`src/rtl/multi_mode_ff_pkg.sv`:
```
// Shared definitions for the multi-mode flip-flop bank: mode encodings and
// the single-bit next-state rule used by every cell.
package multi_mode_ff_pkg;

  typedef logic [1:0] mode_t;

  localparam mode_t MODE_JK = 2'b00;
  localparam mode_t MODE_SR = 2'b01;
  localparam mode_t MODE_D  = 2'b10;
  localparam mode_t MODE_T  = 2'b11;

  // a acts as J/S/D/T and b as K/R; the illegal SR case holds the bit.
  function automatic logic next_state(input mode_t mode, input logic a,
                                      input logic b, input logic q);
    logic q_next;
    q_next = q;
    case (mode)
      MODE_JK: begin
        case ({a, b})
          2'b01:   q_next = 1'b0;
          2'b10:   q_next = 1'b1;
          2'b11:   q_next = ~q;
          default: q_next = q;
        endcase
      end
      MODE_SR: begin
        case ({a, b})
          2'b01:   q_next = 1'b0;
          2'b10:   q_next = 1'b1;
          default: q_next = q;
        endcase
      end
      MODE_D:  q_next = a;
      default: q_next = q ^ a;
    endcase
    return q_next;
  endfunction

endpackage

```
`src/rtl/multi_mode_ff_reg_ff_cell.sv`:
```
// One bit of the bank: next-state selection (load > en > hold) plus storage,
// and a flag marking an illegal SR request on this bit.
module ff_cell
  import multi_mode_ff_pkg::*;
#(
  parameter logic RESET_BIT = 1'b0
) (
  input  logic  clk,
  input  logic  rst_n,
  input  logic  en,
  input  mode_t mode,
  input  logic  a,
  input  logic  b,
  input  logic  load,
  input  logic  load_val,
  output logic  q,
  output logic  q_next,
  output logic  illegal_sr
);

  logic r_q;

  assign q_next = load ? load_val
                : en   ? next_state(mode, a, b, r_q)
                :        r_q;

  // A load on the same edge masks the illegal request entirely.
  assign illegal_sr = ~load & en & (mode == MODE_SR) & a & b;

  // NOTE: state is written with <= so every flop samples pre-edge values;
  // blocking assignments here would create order-dependent simulation races.
  always_ff @(posedge clk or negedge rst_n) begin
    if (!rst_n) r_q <= RESET_BIT;
    else        r_q <= q_next;
  end

  assign q = r_q;

endmodule

```
`src/rtl/multi_mode_ff_reg.sv`:
```
// WIDTH-bit bank of flip-flops with run-time selectable JK/SR/D/T semantics,
// parallel load, per-bit change flags and a sticky illegal-SR error.
module multi_mode_ff_reg
  import multi_mode_ff_pkg::*;
#(
  parameter int               WIDTH     = 8,
  parameter logic [WIDTH-1:0] RESET_VAL = '0
) (
  input  logic             clk,
  input  logic             rst,
  input  logic             en,
  input  mode_t            mode,
  input  logic [WIDTH-1:0] a,
  input  logic [WIDTH-1:0] b,
  input  logic             load,
  input  logic [WIDTH-1:0] load_val,
  input  logic             err_clr,
  output logic [WIDTH-1:0] q,
  output logic [WIDTH-1:0] q_bar,
  output logic [WIDTH-1:0] changed,
  output logic             sr_err
);

  logic [WIDTH-1:0] w_q;
  logic [WIDTH-1:0] w_q_next;
  logic [WIDTH-1:0] w_illegal;
  logic [WIDTH-1:0] r_changed;
  logic             r_sr_err;

  for (genvar i = 0; i < WIDTH; i++) begin : g_cell
    ff_cell #(
      .RESET_BIT(RESET_VAL[i])
    ) u_cell (
      .clk       (clk),
      .rst_n     (rst),
      .en        (en),
      .mode      (mode),
      .a         (a[i]),
      .b         (b[i]),
      .load      (load),
      .load_val  (load_val[i]),
      .q         (w_q[i]),
      .q_next    (w_q_next[i]),
      .illegal_sr(w_illegal[i])
    );
  end

  // Setting takes precedence over err_clr on the same edge.
  always_ff @(posedge clk or negedge rst) begin
    if (!rst) begin
      r_changed <= '0;
      r_sr_err  <= 1'b0;
    end else begin
      r_changed <= w_q_next ^ w_q;
      if (|w_illegal)   r_sr_err <= 1'b1;
      else if (err_clr) r_sr_err <= 1'b0;
    end
  end

  assign q       = w_q;
  assign q_bar   = ~w_q;
  assign changed = r_changed;
  assign sr_err  = r_sr_err;

endmodule

```
`config.mk`:
```
export PLATFORM = sky130hd
export DESIGN_NAME = multi_mode_ff_reg
export DESIGN_NICKNAME = d
export VERILOG_FILES = /design/src/rtl/multi_mode_ff_pkg.sv /design/src/rtl/multi_mode_ff_reg_ff_cell.sv /design/src/rtl/multi_mode_ff_reg.sv
export SDC_FILE = /design/constraint.sdc
export NUM_CORES = 1
export LEC_CHECK = 0
export ABC_CLOCK_PERIOD_IN_PS = 1750
export CORE_ASPECT_RATIO = 0.7
export CORE_UTILIZATION = 45
export CTS_BUF_LIST = sky130_fd_sc_hd__clkbuf_16
export CTS_CLUSTER_DIAMETER = 50
export CTS_CLUSTER_SIZE = 28
export DETAILED_ROUTE_END_ITERATION = 8
export GPL_TIMING_DRIVEN = 0
export PLACE_DENSITY = 0.9
export SKIP_LAST_GASP = 1
export SYNTH_ARGS = -nofsm -noshare
export SYNTH_HDL_FRONTEND = slang
export SYNTH_HIERARCHICAL = 1
export SYNTH_SLANG_ARGS = --single-unit
```
`constraint.sdc`:
```
create_clock -name clk -period 1.75 [get_ports clk]
set_clock_uncertainty 0.1 [all_clocks]
set_input_delay 0.175 -clock clk [delete_from_list [all_inputs] [get_ports clk]]
set_output_delay 0.175 -clock clk [all_outputs]
set_load 0.03 [all_outputs]
```
---- Yosys cells after proc, flatten, opt, wreduce, memory -nomap -nowiden ----
Cells that the tools add are included.
cells by class
  eq/ne operators ......................... 26
  muxes and demuxes ....................... 42
  bitwise operators ....................... 37
  reduce and logical (&&, ||, !) cells .... 3
operator list
  kind                count
  $pmux 1 s3          16
  $eq 2x2->1 const B  17
  $and 1x1->1         18
  $eq 2x1->1 const B  9
  $mux 1              18
  $pmux 1 s2          8
  $not 1->1           9
  $not 8->8           1
  $reduce_or 8->1     1
  $xor 1x1->1         8
  $xor 8x8->8         1
  $logic_not 2->1     1
  $reduce_bool 2->1   1
word-level totals
  flip-flop bits (word level) ............. 17
  bits of input ports ..................... 31
  output and inout port bits .............. 25
  logic and storage cells ................. 118

---- Longest topological paths before layout ----
Gate-level depths: netlist of the first run.
  depth in word-level cells ............... 7
  depth in mapped cells ................... 6
  mapped depth without buffers ............ 6

---- By module ----
Netlist of the first run, hierarchy kept.
by module, submodules not included
  module             instances  cells an instance  area each (um2)  seq. area each (um2)
  ff_cell            8          18                 150.1            25.0
  multi_mode_ff_reg  1          29                 355.3            225.2

---- Least setup slack after synthesis of the first run ----
Ideal clock, no wire load.
  path type ............................... register to register
  from .................................... reg g_cell[5].u_cell.r_q
  to ...................................... reg r_changed[5], in the netlist changed[5]
  setup time .............................. 0.146 ns
  arrival time ............................ 1.259 ns
  data required time ...................... 1.504 ns
  slack ................................... 0.245 ns
  cell stages (with the launch flop) ...... 5
  buffers on the path ..................... 0
  clock period less this slack ............ 1.505 ns
  cells stage by stage .................... dfrtp_1 > or3_1 > o21ai_0 > a41oi_2 > xor2_1
between the ends
  cells in the longest elaborated chain, start to end .. 6
  elaborated cells on any way between the ends .. 8
  classes of those cells .................. mux: 5; bitwise: 3
RTL lines
  element                 RTL line                         text
  from (decl)             multi_mode_ff_reg_ff_cell.sv:21  logic r_q;
  from (signal assigned)  multi_mode_ff_reg_ff_cell.sv:34  else r_q <= q_next;
  $not 1->1               multi_mode_ff_pkg.sv:22          2'b11: q_next = ~q;
  $pmux 1 s3              multi_mode_ff_pkg.sv:19          case ({a, b})
  $pmux 1 s3              multi_mode_ff_pkg.sv:17          case (mode)
  $mux 1 (*)              multi_mode_ff_reg_ff_cell.sv:24  : en ? next_state(mode, a, b, r_q)
  $mux 1 (*)              multi_mode_ff_reg_ff_cell.sv:23  assign q_next = load ? load_val
  net w_q_next[5]         multi_mode_ff_reg.sv:25          logic [WIDTH-1:0] w_q_next;
  $xor 8x8->8 (*)         multi_mode_ff_reg.sv:54          r_changed <= w_q_next ^ w_q;
  to (signal assigned)    multi_mode_ff_reg.sv:54
  to (decl)               multi_mode_ff_reg.sv:27          logic [WIDTH-1:0] r_changed;
Mark *: on every way through the listed nets, which the timed path passes. The rest lies on a longest branch.
A chain may end at the register's enable or synchronous reset.

---- Final worst setup path of the first run ----
  from .................................... in a[5]
  to ...................................... reg r_changed[5], in the netlist changed[5]
between the ends
  cells in the longest elaborated chain, start to end .. 6
  elaborated cells on any way between the ends .. 10
  classes of those cells .................. eq/ne: 3; mux: 5; bitwise: 2
RTL lines
  element                                          RTL line                                          text
  from (decl)                                      multi_mode_ff_reg.sv:13                           input logic [WIDTH-1:0] a,
  $eq 2x2->1, or another cell as far along         multi_mode_ff_pkg.sv:19
  $pmux 1 s3 / $pmux 1 s2 (equally long branches)  multi_mode_ff_pkg.sv:19, multi_mode_ff_pkg.sv:27
  $pmux 1 s3 (*)                                   multi_mode_ff_pkg.sv:17
  $mux 1 (*)                                       multi_mode_ff_reg_ff_cell.sv:24
  $mux 1 (*)                                       multi_mode_ff_reg_ff_cell.sv:23
  net w_q_next[5]                                  multi_mode_ff_reg.sv:25
  $xor 8x8->8 (*)                                  multi_mode_ff_reg.sv:54
Marked as above.

==> metrics.txt, run 1 <==
Syn Std Cell Area 1560 um2; detailed-route via count 1450; Synth top cells by count inv_1, dfrtp_1, nand2b_1; IO Pins 56; TritonCTS clock tree yes; final wirelength 3.72 mm; number of global-route vias before repair 1378; Final Util 72.3%; Leakage 1.20 nW; Seq/Total Area, Yosys 27.3%; largest net degree at the start of global routing 41; initial antenna violation count 0; CTS root buffer clkbuf_16; cells after synthesis 173; Die ar. 3700 um2; diode count 0; Worst Reg-to-Reg Cells 4; CP max stage cell clkdlybuf4s50_1; CP Launch Type input pin; period utilisation layout 98.2%; FF+latch count, synth 17; grt total ovfl 0; PD cells 733 nW/um2; Arr. time, crit path 1.74 ns; clk sinks 17; commonest register cell after synthesis dfrtp_1; cts bufs inserted 3; top post-synthesis cells by area dfrtp_1, a41oi_2, inv_1; R2R setup slack 0.26 ns; post-cts hold buffer count 0; first-pass GRT wire length 6.10 mm; Die Width 72.3 um; fin area 2320 um2; pre-CTS worst setup slack -0.655 ns; CP peak stage delay 0.50 ns; Worst Setup SP a[5]; top-count cell post-synth inv_1; hpwl dp 2.50 mm; HP Class input pin to async pin; Power Total 1.70 mW; Max clock buf depth 2; Worst slew margin 40.6%; Critical R2R Capture changed[0]$_DFF_PN0_; asr flop ratio synth 100%; Fillers 253; total track usage 21.4%; CTS clock-pin slew for the worst setup and hold paths 0.05 ns; Mapped Nets 212; Hold Fails Final Rpt 0; Worst-Margin Slew 0.891 ns; area grow syn2layout 49.2%; Peak Freq 582 MHz; Worst EP required 1.77 ns; crit end category flop; total of max-cap violations 0; Final min period 1.72 ns; row count 17; RSZ-0062 raised after global routing true; drt wl/cell 13.2 um; Max rail drop VDD 0.726 mV; Layout Nets 275; layout cells sized above 1 8.09%; core area 3210 um2; outcome completed; setup violators final 0; Synth top area share 27.3%; initial core utilization 48.5%; kind of critical path input pin to flop; Critical Path Fanout Max 4; H-tree depth 1; Synth Area per Inst 9.00 um2; crit-path leading delay family buffers and inverters; Cell variety after synth 20; DRT iter0 DRCs 75; Cell Chain, Critical Path clkdlybuf4s50_1 > ha_1 > mux2i_1 > o22a_1 > a41oi_2 > xor2_1; Vias/cell 5.14; number of iterations in the first detailed-routing pass 4; Fin Setup TNS 0 ns; port bufs 55; Worst-Skew Late Latency 0.25 ns; Routed Antenna Nets 0; GP Congestion 0.718; placed standard-cell area 2170 um2; critical path buffer and inverter count 1; yosys warns 6; setup ws final 0.0323 ns; Die Height 51.2 um; Yosys top cell by area dfrtp_1; Reg-to-Reg Start g_cell[0].u_cell/q$_DFF_PN0_; Slew Viols, Final 0; EDFF count, synth 0; # DRC 0
[report_power, final]
group          switching [mW]  leakage [nW]  internal [mW]  total [mW]
combinational           0.389         0.957          0.340       0.728
sequential             0.0630         0.197          0.459       0.522
clock                   0.149        0.0423          0.303       0.452
total                   0.601          1.20           1.10        1.70
[worst reg2reg max path, delay by kind of cell, from the launching register on]
kind            cells  cell delay (ns)
compound gates      2             0.39
simple gates        1             0.18
flops               1             0.47
xor+xnor            1             0.22
[flip-flops by register name, indices dropped and copies added (netlist names)]
signal and cells:
g_cell.u_cell/q 8, sr_err 1, changed 8
[layout make-up]
class,count,area [um2],area share [%]
multi-input combinational,124,1020,44.1
timing repair buffer,58,616,26.5
sequential,17,425,18.3
inverter,32,120,5.17
clock buffer,3,75.1,3.23
tap,47,58.8,2.53
clock inverter,1,3.75,0.162
[cells by family after synthesis]
| kind of cell | synth area share, % |
|---|---|
| XOR/XNOR | 9.00 |
| adder cells (fa/ha/maj) | 6.43 |
| flip-flops | 27.3 |
| multiplexers | 5.14 |
| buffers and inverters | 7.72 |
| AO/OA/AOI/OAI | 19.3 |
| AND/OR/NAND/NOR | 25.1 |
[per-stage QoR]
| step | cells | hold WS, ns |
|---|---|---|
| 2_1_floorplan | 173 | -0.221 |
| 3_3_place_gp | 275 | 0.424 |
| 3_5_place_dp | 275 | 0.425 |
| 4_1_cts | 279 | 0.326 |
| 5_1_grt | 282 | 0.362 |
| 6_report | 282 | 0.309 |
[worst max-delay path by stage]
stage	endpoint	slack (ns)	cells past startpoint
2_1_floorplan	changed[5]$_DFF_PN0_	0.24	4
3_3_place_gp	sr_err$_DFFE_PN0P_	-0.63	5
3_5_place_dp	sr_err$_DFFE_PN0P_	-0.66	5
4_1_cts	q_bar[6]	0.008	2
5_1_grt	changed[5]$_DFF_PN0_	-0.02	6
6_report	changed[5]$_DFF_PN0_	0.03	6
[layout by cell type (no fill, tap or decap), drive strengths merged]
| cell | netlist | layout |
|---|---|---|
| nor4b | 8 | 8 |
| o21ai | 8 | 8 |
| buf | 0 | 3 |
| mux2i | 8 | 8 |
| and3 | 8 | 8 |
| clkdlybuf4s15 | 0 | 1 |
| ha | 8 | 8 |
| nor4 | 2 | 2 |
| a41oi | 8 | 8 |
| o22a | 8 | 8 |
| inv | 32 | 33 |
| or3 | 8 | 8 |
| dlygate4sd2 | 0 | 3 |
| nand3 | 1 | 1 |
| clkbuf | 0 | 5 |
| clkdlybuf4s50 | 0 | 27 |
| xnor2 | 8 | 8 |
| dfrtp | 17 | 17 |
| nand2 | 8 | 8 |
| nand3b | 8 | 8 |
| xor2 | 8 | 8 |
| o211ai | 8 | 8 |
| nor2b | 8 | 8 |
| nand2b | 9 | 9 |
| dlymetal6s2s | 0 | 22 |
[timing repair]
item | CTS | global route
gates resized for setup | 8 | 27
setup endpoints to repair | 19 | 26
endpoints found under the hold margin | 0 | 0
pin swaps | 0 | 14
buffers inserted | 0 | 3
cloned | 0 | 0
[layer usage]
layer / wire length (um) / up-vias / global-route usage [%]
met5: 0 / - / 0
li1: - / 739 / -
met2: 1650 / 41 / 36.0
met3: 208 / 2 / 5.52
met4: 14 / 0 / 3.92
met1: 1850 / 668 / 27.9
(Power assumes the default switching activity.)
==> run 2, diff against run 1 <==
Settings changed: SLEW_MARGIN set to 20.
==> results of run 2 <==
Same layout as run 1: the final DEF is identical, and so are final timing and power.
==> run 3, diff against run 2 <==
Settings changed: CTS_CLUSTER_SIZE 28 to not set.
==> results of run 3 <==
Same layout as run 1: the final DEF is identical, and so are final timing and power.
